`config.mk`:
```
export PLATFORM = sky130hd
export DESIGN_NAME = mips_harvard_cpu
export DESIGN_NICKNAME = d
export VERILOG_FILES = /design/src/rtl/mips_harvard_cpu.sv
export SDC_FILE = /design/constraint.sdc
export NUM_CORES = 2
export LEC_CHECK = 0
export ABC_AREA = 1
export BUFFER_PORTS_ARGS = -buffer_cell sky130_fd_sc_hd__buf_2
export CAP_MARGIN = 5
export CORE_UTILIZATION = 45
export CTS_CLUSTER_SIZE = 30
export DETAILED_ROUTE_END_ITERATION = 7
export HOLD_SLACK_MARGIN = 0.05
export PLACE_DENSITY = 0.59
export SKIP_LAST_GASP = 1
export SYNTH_ARGS = -nofsm -noshare
export SYNTH_HDL_FRONTEND = slang
export SYNTH_SLANG_ARGS = --single-unit
```
`constraint.sdc`:
```
create_clock -name clk -period 50.4 [get_ports clk]
set_input_delay 0 -clock clk [delete_from_list [all_inputs] [get_ports clk]]
set_output_delay 0 -clock clk [all_outputs]
set_load 0.02 [all_outputs]
```
`src/rtl/mips_harvard_cpu.sv`:
```
// mips_harvard_cpu: single-cycle MIPS I integer subset with Harvard instruction/data ports
//   clk, reset (async, active-high), clock_enable (0 freezes all state)
//   active: 1 while running, 0 after the jump to address 0
//   register_v0: live $2
//   instr_address/instr_readdata: combinational instruction fetch at PC
//   data_address/data_read/data_write/data_writedata/data_readdata: word load/store port,
//   combinational read and write on the clk edge
module mips_harvard_cpu #(
   parameter logic [31:0] RESET_VECTOR = 32'hBFC00000
) (
   input  logic        clk,
   input  logic        reset,
   input  logic        clock_enable,
   output logic        active,
   output logic [31:0] register_v0,
   output logic [31:0] instr_address,
   input  logic [31:0] instr_readdata,
   output logic [31:0] data_address,
   output logic        data_write,
   output logic        data_read,
   output logic [31:0] data_writedata,
   input  logic [31:0] data_readdata
);
   logic [31:0] pc, npc;
   logic [31:0] gpr [32];
   logic [5:0]  op, funct;
   logic [4:0]  rs, rt, rd, shamt, sh, wr_addr;
   logic [15:0] imm;
   logic [31:0] rs_v, rt_v, simm, zimm, wr_data, target;
   logic        wr_en, taken, run;
   assign op = instr_readdata[31:26];
   assign rs = instr_readdata[25:21];
   assign rt = instr_readdata[20:16];
   assign rd = instr_readdata[15:11];
   assign shamt = instr_readdata[10:6];
   assign funct = instr_readdata[5:0];
   assign imm = instr_readdata[15:0];
   assign simm = {{16{imm[15]}}, imm};
   assign zimm = {16'h0, imm};
   // $0 is never written, so it always reads back as zero
   assign rs_v = gpr[rs];
   assign rt_v = gpr[rt];
   // funct[2] selects the variable shift forms
   assign sh = funct[2] ? rs_v[4:0] : shamt;
   assign run = clock_enable & active & ~reset;
   assign instr_address = pc;
   assign register_v0 = gpr[2];
   assign data_address = rs_v + simm;
   assign data_writedata = rt_v;
   assign data_write = run & (op == 6'h2B);
   assign data_read = run & (op == 6'h23);
   always_comb begin
      wr_en = 1'b0;
      wr_addr = rt;
      wr_data = 32'h0;
      taken = 1'b0;
      // npc is the delay-slot PC, so relative targets and links are based on it
      target = npc + {simm[29:0], 2'b00};
      case (op)
         6'h00: begin
            wr_en = 1'b1;
            wr_addr = rd;
            case (funct)
               6'h00, 6'h04: wr_data = rt_v << sh;
               6'h02, 6'h06: wr_data = rt_v >> sh;
               6'h03, 6'h07: wr_data = $signed(rt_v) >>> sh;
               6'h08: begin wr_en = 1'b0; taken = 1'b1; target = rs_v; end
               6'h09: begin taken = 1'b1; target = rs_v; wr_data = npc + 32'd4; end
               6'h21: wr_data = rs_v + rt_v;
               6'h23: wr_data = rs_v - rt_v;
               6'h24: wr_data = rs_v & rt_v;
               6'h25: wr_data = rs_v | rt_v;
               6'h26: wr_data = rs_v ^ rt_v;
               6'h27: wr_data = ~(rs_v | rt_v);
               6'h2A: wr_data = {31'h0, $signed(rs_v) < $signed(rt_v)};
               6'h2B: wr_data = {31'h0, rs_v < rt_v};
               default: wr_en = 1'b0;
            endcase
         end
         6'h01: taken = (rt == 5'd0) ? rs_v[31] : (rt == 5'd1) ? ~rs_v[31] : 1'b0;
         6'h02: begin taken = 1'b1; target = {npc[31:28], instr_readdata[25:0], 2'b00}; end
         6'h03: begin
            taken = 1'b1;
            target = {npc[31:28], instr_readdata[25:0], 2'b00};
            wr_en = 1'b1;
            wr_addr = 5'd31;
            wr_data = npc + 32'd4;
         end
         6'h04: taken = rs_v == rt_v;
         6'h05: taken = rs_v != rt_v;
         6'h06: taken = rs_v[31] | (rs_v == 32'h0);
         6'h07: taken = ~rs_v[31] & (rs_v != 32'h0);
         6'h09: begin wr_en = 1'b1; wr_data = rs_v + simm; end
         6'h0A: begin wr_en = 1'b1; wr_data = {31'h0, $signed(rs_v) < $signed(simm)}; end
         6'h0B: begin wr_en = 1'b1; wr_data = {31'h0, rs_v < simm}; end
         6'h0C: begin wr_en = 1'b1; wr_data = rs_v & zimm; end
         6'h0D: begin wr_en = 1'b1; wr_data = rs_v | zimm; end
         6'h0E: begin wr_en = 1'b1; wr_data = rs_v ^ zimm; end
         6'h0F: begin wr_en = 1'b1; wr_data = {imm, 16'h0}; end
         6'h23: begin wr_en = 1'b1; wr_data = data_readdata; end
         default: wr_en = 1'b0;
      endcase
   end
   always_ff @(posedge clk or posedge reset) begin
      if (reset) begin
         pc <= RESET_VECTOR;
         npc <= RESET_VECTOR + 32'd4;
         active <= 1'b1;
         for (int i = 0; i < 32; i++) gpr[i] <= 32'h0;
      end else if (run) begin
         if (wr_en && wr_addr != 5'd0) gpr[wr_addr] <= wr_data;
         pc <= npc;
         npc <= taken ? target : npc + 32'd4;
         // PC becoming zero is the halt condition
         if (npc == 32'h0) active <= 1'b0;
      end
   end
endmodule

```
==> results.py <==
metrics = {
    "clock_tree": {
        "clock_latency_ns": 0.82,
        "cts.reportedPaths.clkPinSlew_ns": 0.06,
        "cts_tree": "done",
        "root_buffer": "clkbuf_16",
        "post_cts_buffers": 0,
        "cts_max_level": 4,
        "cts_buffer_depth": 3,
        "post_cts_resized": 0,
        "cts_buffers": 132,
        "clkSinkCount": 1089,
    },
    "global_routing": {
        "grt_max_degree": 167,
        "grt_pass1_wl_um": 613000,
        "track_usage": 0.475,
        "gr-total-overflow": 0,
        "antenna_found_initial": 21,
        "grt_pass1_vias": 82700,
    },
    "layout": {
        "fin_util": 0.488,
        "drive_gt1_frac": 0.0721,
        "area_growth_pct": 7.63,
        "nets": 12300,
        "fillCellCount": 18100,
        "regArea_mm2": 0.0273,
        "multiInputGateArea_mm2": 0.0443,
    },
    "setup_path": {
        "end_kind": "register",
        "critPathMaxStageDelay_ns": 0.79,
        "crit_type": "in2reg",
        "critPathMaxFanout": 164,
        "crit_family": "buffers and inverters",
        "cp.buffers_inverters": 9,
        "crit_path_start_kind": "primary input",
        "required_ns": 51.07,
        "crit_arrival_ns": 9.37,
        "cp_slowest_cell": "buf_4",
        "cp_common_cell": "nand2_1",
    },
    "sta": {
        "hold_violations": 0,
        "finalCritPeriodShare": 0.173,
        "rsz0062_at_grt": "no",
        "maxSlewHeadroom": 0.142,
        "finalCriticalPeriod_ns": 8.70,
        "timing.fmax_ghz": 0.115,
        "max_slew.worst_pin.slew_ns": 1.29,
        "holdWs_ns": 0.0847,
        "finalMaxSlewViolations": 0,
        "final.setup.tns_ns": 0,
        "finalSetupViolCount": 0,
        "skew_ns": 0.0596,
    },
    "min_path": {
        "min_path_type": "in2reg",
    },
    "yosys": {
        "synth_top_area_frac": 0.338,
        "yosys-top-cells-area": "dfrtp_1 (34%), nand2_1 (25%), nand3_1 (6.3%)",
        "synth_area_mm2": 0.0791,
        "synth.avg_cell_area_um2": 6.41,
        "synth_area_leader_cell": "dfrtp_1",
        "synth_nets": 12600,
        "syn_inst": 12300,
        "synthDistinctLibCells": 66,
        "ys_warn_count": 0,
        "ys_ff_latch": 1089,
        "synth-seq-area-share": 0.345,
    },
    "power": {
        "p_leak_uw": 0.0441,
        "max-vdd-ir-drop_mv": 0.0355,
        "power.density_mw_per_mm2": 28.6,
    },
    "route": {
        "drtIter0Drc": 13300,
        "ant_nets": 0,
        "vias": 89600,
        "routed_wl_um": 434000,
        "dr.pass1.iters": 8,
        "wire_per_inst_um": 30.0,
        "drc": 6,
        "viasPerCell": 6.19,
    },
    "placement": {
        "hpwl_um": 282000,
        "place.gp.congestion": 1.09,
        "portBuffers": 197,
    },
    "floorplanning": {
        "die_w_um": 421,
        "die_y_um": 421,
        "core-area_mm2": 0.174,
        "pin_count": 198,
        "core.rowCount": 153,
        "die_area_mm2": 0.177,
        "initial_core_util": 0.454,
    },
    "run_status": {
        "violations": "design-rule violations",
        "outcome": "complete, but fails checks",
    },
    "run": {
        "max_cap_viol_count": 0,
    },
}
==> worst reg2reg max path, delay by kind of cell, from the launching register on <==
| kind | cells | cell delay (ns) |
|---|---|---|
| fa+ha+maj | 1 | 0.31 |
| xor+xnor | 1 | 0.15 |
| buf+inv | 5 | 1.17 |
| simple gates | 15 | 2.99 |
| flops | 1 | 0.70 |
| compound gates | 6 | 1.54 |
==> layout make-up <==
class,instances,share of cell area
Multi-Input combinational cell,9579,0.520
Clock buffer,202,0.0470
Timing Repair Buffer,458,0.0366
Tap cell,2325,0.0342
Antenna cell,16,0.000471
Inverter,767,0.0346
Sequential cell,1089,0.321
Clock inverter,35,0.00625
==> report_power, final <==
| part | internal (uW) | switching [uW] | leakage [uW] | total, uW |
|---|---|---|---|---|
| logic | 121 | 421 | 0.0268 | 542 |
| registers | 874 | 0 | 0.0151 | 875 |
| clock network | 587 | 426 | 0.00221 | 1010 |
| total | 1580 | 847 | 0.0441 | 2430 |
==> cells by family after synthesis <==
kind of cell               synth area share
buffers and inverters                0.0964
and+or+nand+nor                       0.384
adders and majority gates            0.0360
DFF                                   0.345
xor gates and xnor gates            0.00698
AOI/OAI and AO/OA                     0.132
==> flip-flops by register name, summed over array words and instances (netlist names) <==
| signal | count |
|---|---|
| instr_address | 32 |
| register_v0 | 32 |
| active | 1 |
| npc | 32 |
| gpr | 992 |
==> metrics by stage <==
stage / cells / cell area [um^2] / setup slack, ns / total power [uW]
after floorplan: 12300 / 79100 / 19.76 / 1200
final: 14500 / 85100 / 41.70 / 2430
after global routing: 14500 / 85000 / 41.54 / 2490
after detailed placement: 14200 / 80500 / 41.38 / 1410
after CTS: 14500 / 85000 / 42.18 / 2410
after global placement: 14200 / 80500 / 41.38 / 1410
==> Yosys cell counts (all sizes together) <==
| master | instances |
|---|---|
| a2111oi | 11 |
| a211o | 1 |
| a211oi | 12 |
| a21boi | 8 |
| a21o | 10 |
| a21oi | 421 |
| a221oi | 40 |
| a22oi | 4 |
| a2bb2oi | 1 |
| a311oi | 1 |
| a31oi | 25 |
| a32o | 1 |
| and2 | 6 |
| and3 | 1 |
| buf | 615 |
| clkbuf | 283 |
| clkinv | 6 |
| dfrtp | 1069 |
| dfstp | 20 |
| fa | 4 |
| ha | 221 |
| inv | 761 |
| nand2 | 5223 |
| nand3 | 997 |
| nand3b | 8 |
| nand4 | 79 |
| nor2 | 1064 |
| nor3 | 83 |
| nor4 | 16 |
| o2111a | 1 |
| o2111ai | 15 |
| o211ai | 169 |
| o21a | 11 |
| o21ai | 842 |
| o21bai | 17 |
| o221a | 2 |
| o221ai | 113 |
| o22ai | 79 |
| o2bb2ai | 1 |
| o31ai | 1 |
| or2 | 28 |
| xnor2 | 12 |
| xor2 | 51 |
==> path summary, 6_finish.rpt <==
check / startpoint / end / slack, ns / depth (start not counted)
worst max-delay path: instr_readdata[21] / gpr[86]$_DFFE_PP0P_ / 41.70 / 35
worst min-delay path: instr_readdata[10] / npc[12]$_DFFE_PP0P_ / 0.08 / 7
worst min register to register: gpr[994]$_DFFE_PP0P_ / gpr[994]$_DFFE_PP0P_ / 0.40 / 0
max in group asynchronous: reset / gpr[770]$_DFFE_PP0P_ / 46.02 / 8
worst max register to register: register_v0[2]$_DFFE_PP0P_ / gpr[499]$_DFFE_PP0P_ / 43.39 / 28
min in group asynchronous: reset / gpr[142]$_DFFE_PP0P_ / 0.41 / 4
==> placed cells by master, fill, tap and decap left out, drive strengths merged, types with 83 or more instances in the layout <==
cell    synthesis  layout
nand2        5223    5223
a21oi         421     421
buf           615     455
ha            221     221
dfrtp        1069    1069
inv           761     762
o211ai        169     169
o21ai         842     842
clkbuf        283     202
o221ai        113     113
nor2         1064    1064
nor3           83      83
nand3         997     997
==> metal layers <==
metal / vias to the layer above / wire length, um / track usage
li1: 38900 / - / -
met1: 42300 / 162000 / 0.610
met2: 6738 / 175000 / 0.667
met3: 1585 / 58100 / 0.146
met4: 14 / 38900 / 0.357
met5: - / 222 / 0
==> repair_timing <==
item,4_1_cts,5_1_grt
hold endpoints to repair,227,0
setup endpoints to repair,0,0
hold buffers,3,0
Note: power is estimated with default switching activity, not from simulation.
